**src/rtl/i2s_pkg.sv**
```systemverilog
// Shared I2S definitions: default frame format and channel encoding.
// The capture side imports this package as well.
package i2s_pkg;

    // Default frame format
    localparam int SLOT_W_DEF = 32;
    localparam int DATA_W_DEF = 24;

    // Word-select channel encoding
    typedef enum logic {
        WS_LEFT  = 1'b0,
        WS_RIGHT = 1'b1
    } ws_e;

endpackage : i2s_pkg

```
**src/rtl/i2s_sck_gen.sv**
```systemverilog
// I2S bit-clock generator: divides the system clock by 2*HALF_DIV.
// It also provides a one-cycle strobe on the clk edge where sck falls.
module i2s_sck_gen #(
    parameter int HALF_DIV = 32
) (
    input  logic i_clk,
    input  logic i_rst,
    input  logic i_en,
    output logic o_sck,
    output logic o_fall
);

    localparam int                DIV_W    = (HALF_DIV > 2) ? $clog2(HALF_DIV) : 1;
    localparam logic [DIV_W-1:0]  DIV_LAST = DIV_W'(HALF_DIV - 1);

    logic [DIV_W-1:0] r_div_cnt;
    logic             r_sck;
    logic             w_wrap;

    assign w_wrap = i_en && (r_div_cnt == DIV_LAST);

    // Half-period counter and sck toggle; disable returns both to idle at once
    always_ff @(posedge i_clk) begin
        if (i_rst || !i_en) begin
            r_div_cnt <= '0;
            r_sck     <= 1'b0;
        end else if (w_wrap) begin
            r_div_cnt <= '0;
            r_sck     <= ~r_sck;
        end else begin
            r_div_cnt <= r_div_cnt + DIV_W'(1);
        end
    end

    assign o_sck  = r_sck;
    // The strobe is asserted on the same edge that drives sck from 1 to 0
    assign o_fall = w_wrap && r_sck;

endmodule : i2s_sck_gen

```
**src/rtl/i2s_tx.sv**
```systemverilog
// I2S master transmitter, Philips format.
// A stereo pair is taken through a one-deep holding register.
// The pair is serialised MSB first with the one-bit delay after each ws change.
module i2s_tx
    import i2s_pkg::*;
#(
    parameter int DATA_W   = DATA_W_DEF,
    parameter int SLOT_W   = SLOT_W_DEF,
    parameter int HALF_DIV = 32
) (
    input  logic              clk_in,
    input  logic              rst,
    input  logic              en,
    input  logic [DATA_W-1:0] l_data,
    input  logic [DATA_W-1:0] r_data,
    input  logic              s_valid,
    output logic              s_ready,
    output logic              sck,
    output logic              ws,
    output logic              sd,
    output logic              frame_start,
    output logic              underrun
);

    localparam int               FRAME_W  = 2 * SLOT_W;
    localparam int               CNT_W    = $clog2(FRAME_W);
    localparam logic [CNT_W-1:0] BIT_LAST = CNT_W'(FRAME_W - 1);
    localparam logic [CNT_W-1:0] SLOT_CNT = CNT_W'(SLOT_W);

    logic                w_fall;
    logic                w_load;
    logic                w_accept;
    logic [CNT_W-1:0]    w_k;
    logic [SLOT_W-1:0]   w_l_pad;
    logic [SLOT_W-1:0]   w_r_pad;

    logic                r_hold_full;
    logic [DATA_W-1:0]   r_hold_l;
    logic [DATA_W-1:0]   r_hold_r;
    logic [CNT_W-1:0]    r_bit_cnt;
    logic [FRAME_W-1:0]  r_shreg;
    ws_e                 r_ws;
    logic                r_sd;
    logic                r_frame_start;
    logic                r_underrun;

    i2s_sck_gen #(
        .HALF_DIV (HALF_DIV)
    ) u_sck_gen (
        .i_clk  (clk_in),
        .i_rst  (rst),
        .i_en   (en),
        .o_sck  (sck),
        .o_fall (w_fall)
    );

    // Bit index of the fall being processed, wrapping at the frame length
    always_comb begin
        w_k = '0;
        if (r_bit_cnt == BIT_LAST) begin
            w_k = '0;
        end else begin
            w_k = r_bit_cnt + CNT_W'(1);
        end
    end

    // Left-justify each held sample in its slot, with zero fill below
    always_comb begin
        w_l_pad = '0;
        w_r_pad = '0;
        w_l_pad[SLOT_W-1 -: DATA_W] = r_hold_l;
        w_r_pad[SLOT_W-1 -: DATA_W] = r_hold_r;
    end

    assign w_load   = w_fall && (w_k == '0);
    assign w_accept = s_valid && !r_hold_full;

    // Holding register: an accept fills it and a frame load drains it.
    // Both cannot apply to the same pair, so a same-cycle accept is kept.
    always_ff @(posedge clk_in) begin
        if (rst) begin
            r_hold_full <= 1'b0;
            r_hold_l    <= '0;
            r_hold_r    <= '0;
        end else if (w_accept) begin
            r_hold_full <= 1'b1;
            r_hold_l    <= l_data;
            r_hold_r    <= r_data;
        end else if (w_load) begin
            r_hold_full <= 1'b0;
        end else begin
            r_hold_full <= r_hold_full;
        end
    end

    // Serialiser: all ws/sd/bit-count updates happen on sck fall edges
    always_ff @(posedge clk_in) begin
        if (rst || !en) begin
            r_bit_cnt     <= BIT_LAST;
            r_shreg       <= '0;
            r_ws          <= WS_LEFT;
            r_sd          <= 1'b0;
            r_frame_start <= 1'b0;
            r_underrun    <= 1'b0;
        end else begin
            r_frame_start <= 1'b0;
            r_underrun    <= 1'b0;
            if (w_fall) begin
                r_bit_cnt <= w_k;
                r_ws      <= (w_k >= SLOT_CNT) ? WS_RIGHT : WS_LEFT;
                // At a load this drives the final bit of the previous frame
                r_sd      <= r_shreg[FRAME_W-1];
                if (w_k == '0) begin
                    r_frame_start <= 1'b1;
                    r_underrun    <= !r_hold_full;
                    if (r_hold_full) begin
                        r_shreg <= {w_l_pad, w_r_pad};
                    end else begin
                        r_shreg <= '0;
                    end
                end else begin
                    r_shreg <= r_shreg << 1;
                end
            end else begin
                r_bit_cnt <= r_bit_cnt;
            end
        end
    end

    assign s_ready     = !r_hold_full;
    assign ws          = r_ws;
    assign sd          = r_sd;
    assign frame_start = r_frame_start;
    assign underrun    = r_underrun;

endmodule : i2s_tx

```
**config.mk**
```make
export PLATFORM = sky130hd
export DESIGN_NAME = i2s_tx
export DESIGN_NICKNAME = d
export VERILOG_FILES = /design/src/rtl/i2s_pkg.sv /design/src/rtl/i2s_sck_gen.sv /design/src/rtl/i2s_tx.sv
export SDC_FILE = /design/constraint.sdc
export NUM_CORES = 1
export LEC_CHECK = 0
export ABC_AREA = 1
export CAP_MARGIN = 20
export CORE_AREA = 2 2 105 107
export CTS_BUF_LIST = sky130_fd_sc_hd__clkbuf_8 sky130_fd_sc_hd__clkbuf_16
export DETAILED_ROUTE_END_ITERATION = 8
export DIE_AREA = 0 0 107 109
export PLACE_DENSITY = 0.74
export SYNTH_ARGS = -nofsm -noshare
export SYNTH_HDL_FRONTEND = slang
export SYNTH_SLANG_ARGS = --single-unit
```
**constraint.sdc**
```tcl
create_clock -name clk_in -period 4.4 [get_ports clk_in]
set_input_delay 0.44 -clock clk_in [delete_from_list [all_inputs] [get_ports clk_in]]
set_output_delay 0.44 -clock clk_in [all_outputs]
set_load 0.1 [all_outputs]
```
Word level (Yosys, flattened, before mapping)
Cells that the tools add are included.
- bits in registers: 129
- bits of input ports: 52
- output and inout port bits: 6
- logic and storage cells: 38
- add/sub/neg operators: 2
- $lt $le $gt $ge: 1
- equality and inequality tests: 2
- muxes and demuxes: 7
- bitwise logic cells: 3
- reduce and logical (&&, ||, !) cells: 12
- operators by type and width (operator ; number):
    $mux 64 ; 2
    $add 6x1->6 const B ; 1
    $eq 6x6->1 const B ; 1
    $ge 6x6->1 const B ; 1
    $logic_not 6->1 ; 1
    $mux 6 ; 1
    $add 5x1->5 const B ; 1
    $eq 5x5->1 const B ; 1
    $logic_and 1x1->1 ; 4
    $mux 1 ; 4
    $reduce_or 2->1 ; 2
    $not 1->1 ; 3
    $reduce_or 3->1 ; 1
    $logic_not 1->1 ; 2
    $reduce_bool 2->1 ; 1
    $logic_or 1x1->1 ; 1

Longest topological paths before layout
- word-level depth: 6
- depth in mapped cells: 13
- gate-level depth less buffers: 11

Modules after synthesis
From an unflattened synthesis, not the netlist that was laid out.
- cells, all modules: 767
- area, all modules: 5197.5 µm²
- by module, submodules not included (module ; times used ; cells an instance ; area an instance (µm²) ; seq. area each (µm²)):
    i2s_tx ; 1 ; 735 ; 4946.0 ; 2302.2
    i2s_sck_gen ; 1 ; 32 ; 251.5 ; 120.1

Worst setup path before layout
Ideal clock, no wire load.
- path type: register -> register
- start point: register u_sck_gen.r_sck, in the netlist u_sck_gen.o_sck
- end point: register r_shreg[43]
- library setup time: 114 ps
- data arrival time: 2019 ps
- required time: 4286 ps
- path slack: 2267 ps
- stages on the path, launching flop included: 10
- buffers on the path: 2
- period minus slack after synthesis: 2133 ps
- path through: dfxtp_1 > inv_1 > nor2_1 > inv_2 > nand2_1 > inv_1 > buf_2 > buf_2 > nand2_1 > nand2_1
- longest elaborated chain between the ends: 1
- RTL lines (what ; RTL line ; RTL):
    start: declaration ; i2s_sck_gen.sv:17 ; logic r_sck;
    start signal: assignment ; i2s_sck_gen.sv:29 ; r_sck <= ~r_sck;
    $logic_and 1x1->1 ; i2s_sck_gen.sv:37 ; assign o_fall = w_wrap && r_sck;
    end signal: assignment ; i2s_tx.sv:117 ; r_shreg <= {w_l_pad, w_r_pad};
    end signal: assignment ; i2s_tx.sv:122 ; r_shreg <= r_shreg << 1;
    end: declaration ; i2s_tx.sv:41 ; logic [FRAME_W-1:0] r_shreg;
No other way between the ends.
A chain may end at the register's enable or synchronous reset.

Worst setup path in the final report
- start point: register r_bit_cnt[0]
- end point: register r_shreg[18]
- longest elaborated chain between the ends: 4
- elaborated cells on any way between the ends: 5
- those cells by class: add/sub (1); eq/ne (1); mux (2); reduce/logical (1)
- RTL lines (what ; RTL line ; RTL):
    start: declaration ; i2s_tx.sv:40 ; logic [CNT_W-1:0] r_bit_cnt;
    start signal: assignment ; i2s_tx.sv:109 ; r_bit_cnt <= w_k;
    start signal: assignment ; i2s_tx.sv:125 ; r_bit_cnt <= r_bit_cnt;
    $add 6x1->6 / $eq 6x6->1 (equally long branches) ; i2s_tx.sv:63, i2s_tx.sv:60 ;
    $mux 6 * ; i2s_tx.sv:60 ; if (r_bit_cnt == BIT_LAST) begin
    $logic_not 6->1 * ; i2s_tx.sv:113 ; if (w_k == '0) begin
    $mux 64 * ; i2s_tx.sv:113 ;
Every way passes the cells marked *; elsewhere a longest branch is shown, timed or not.

==> key figures <==
GRT
  • Vias in the first global route: 4331
  • Met1 GRT Util: 23.5%
  • Pin count of the biggest net entering global routing: 57
  • Initial antenna violation count: 0
  • Gr busiest metal: met2
  • Total track usage: 20.4%
  • First-pass GRT wire length: 19.0 mm
  • Total grt overflow: 0
  • GR Layer Usage met2: 36.0%
  • GR Util met3: 5.20%

STA
  • Slew Limit Fails: 0
  • Setup TNS: 0 ps
  • RSZ-0062 raised after global routing: no
  • Achievable Freq: 341 MHz
  • Setup violators final: 0
  • Fin crit share: 66.7%
  • Clock skew: 6.63 ps
  • Worst-Margin Slew: 1000 ps
  • Max-slew headroom: 32.8%
  • Final worst path period need: 2940 ps
  • Final hold vios: 0

Final layout
  • Fillers: 961
  • Layout net count: 838
  • Commonest non-fill, non-tap cell in the layout: nand2_1
  • Most frequent cells in the layout: nand2_1, dfxtp_1, nor2_1, nand3_1, inv_1
  • Fin area: 6320 um^2
  • Area growth, synth to finish: 23.5%
  • Layout cells sized above 1: 5.91%
  • Diodes inserted: 0

Setup path
  • Crit Path Max Fanout: 56
  • Worst EP required: 4850 ps
  • Crit path launch type: register
  • WS Path Type: register to register
  • Reg-to-reg setup timing slack: 1460 ps
  • R2R Path Start: r_bit_cnt[0]
  • Endpoint type of the worst setup path: register
  • Critical Path AT: 3390 ps
  • Path depth of the worst reg2reg path: 10
  • Worst R2R End: r_shreg[18]

Worst hold path
  • Worst hold-check path type: register to register
  • Hold path depth: 2
  • Hold Startpoint: r_shreg[52]
  • Hold endpoint: r_shreg[52]

Floorplan
  • Placement Rows: 38
  • # IOs: 58
  • Die area: 11700 um^2
  • Starting density of the core: 48.3%
  • Die W: 107 um
  • Die H: 109 um
  • Core ar.: 10600 um^2

Synthesis
  • Synth warnings: 0
  • Mapped Area: 5120 um^2
  • Syn nets: 803
  • Cell variety after synth: 28
  • Avg Cell Area, Syn: 6.85 um^2
  • #FFs+latches synth: 121
  • Cells after synthesis: 748
  • Sequential fraction of the synthesis area: 47.3%

Clock tree
  • Clock root cell: clkbuf_8
  • Clock slew at reported path FFs: 50 ps
  • Post-CTS Resized: 0
  • CTS Hold Bufs: 0
  • Clock tree buffer depth: 2
  • Clk_lat worst skew: 520 ps
  • Num CTS Buffers: 17
  • Num Clock Sinks: 121
  • Setup bufs post-CTS: 0
  • TritonCTS clock tree: yes
  • H-tree Lvls: 4

Routing
  • Via count: 4570
  • Pre-antenna DRT Iters: 5
  • Post-Route WL: 10.9 mm
  • Remaining DRCs: 0
  • Initial detailed-routing violation count: 216
  • Routed vias/inst: 4.89
  • ANT nets after route: 0
  • Avg WL per Cell: 11.7 um

Pwr
  • Leak: 2.86 nW
  • Design Power: 2.79 mW
  • Worst vdd ir: 0.263 mV
  • Pwr Density: 441 nW/um^2

Place
  • Port bufs: 57
  • Detailed placement HPWL: 6.71 mm
  • Post-DP Area: 5700 um^2
  • RD Place Congestion: 0.783

Run
  • Max cap viols: 0

Status
  • Result of the run: finished, final reports clean
[area by class of cell]
type / instances / area (um^2) / area share [%]
Timing Repair Buffer: 65 / 631 / 9.97
Sequential cell: 121 / 2420 / 38.3
Clock inverter: 9 / 144 / 2.28
Multi-Input combinational cell: 514 / 2230 / 35.2
Tap cell: 140 / 175 / 2.77
Inverter: 64 / 240 / 3.80
Clock buffer: 22 / 483 / 7.64
[metal layers]
metal	share of wire, %	vias to the layer above
li1	-	2415
met1	45	2019
met2	50	116
met3	4.1	20
met4	1.7	0
met5	0	-
[flip-flops by register name, summed over array words and instances (netlist names)]
name / cells
frame_start: 1
r_bit_cnt: 6
r_hold_full: 1
r_hold_l: 24
r_hold_r: 24
r_shreg: 56
sd: 1
u_sck_gen.o_sck: 1
u_sck_gen.r_div_cnt: 5
underrun: 1
ws: 1
[how the worst max path moves through the flow]
stage / from / end / slack [ps] / depth (start not counted)
floorplan: u_sck_gen.o_sck / r_shreg[43] / 2270 / 9
global placement: rst / r_shreg[40] / 1580 / 10
detailed placement: rst / r_shreg[58] / 1440 / 10
CTS: r_bit_cnt[0] / r_shreg[18] / 1430 / 10
global route: r_bit_cnt[0] / r_shreg[18] / 1170 / 10
finish: r_bit_cnt[0] / r_shreg[18] / 1460 / 10
[stage by stage]
stage          instances  worst slack [ps]  utilization, %  hold slack (ps)
2_1_floorplan        748              2270               -              418
3_3_place_gp         904              1580            53.7              424
3_5_place_dp         904              1440            53.7              439
4_1_cts              935              1430            59.6              452
5_1_grt              935              1170            59.6              464
6_report             935              1460            59.6              449
[cell families after synthesis]
group / synth area share (%)
DFF: 47.3
adders and majority gates: 0.733
and+or+nand+nor: 35.9
buffers and inverters: 9.41
AOI/OAI and AO/OA: 6.67
[cells in the mapped netlist, drive strengths merged]
master	instances	share of area [%]
nor2	111	8.3
inv	63	4.6
nor3b	1	0.15
o22a	1	0.17
buf	19	2.5
a22o	1	0.17
nand4	2	0.24
ha	3	0.73
dfxtp	121	47
o21a	1	0.15
clkbuf	30	2.2
clkinv	1	0.073
o22ai	1	0.12
o21ai	51	5.0
a21oi	5	0.49
o31ai	1	0.15
o211ai	2	0.29
nand3	109	11
nand2	224	16
a22oi	1	0.15
[power by group]
group | switching, mW | total (mW) | internal, mW
clock network | 0.471 | 1.46 | 0.986
registers | 0.0193 | 1.15 | 1.14
logic | 0.0944 | 0.175 | 0.0803
[worst max-delay path: stages, from the launching register on]
cell,delay [ps]
dfxtp_1,450
ha_1,250
nand3_1,130
nor2_2,180
inv_1,90
nand3_2,80
buf_4,450
nand2_2,720
nand2_1,260
nand3_1,110
nand2_1,110
Power figures use the tool's default switching activity.
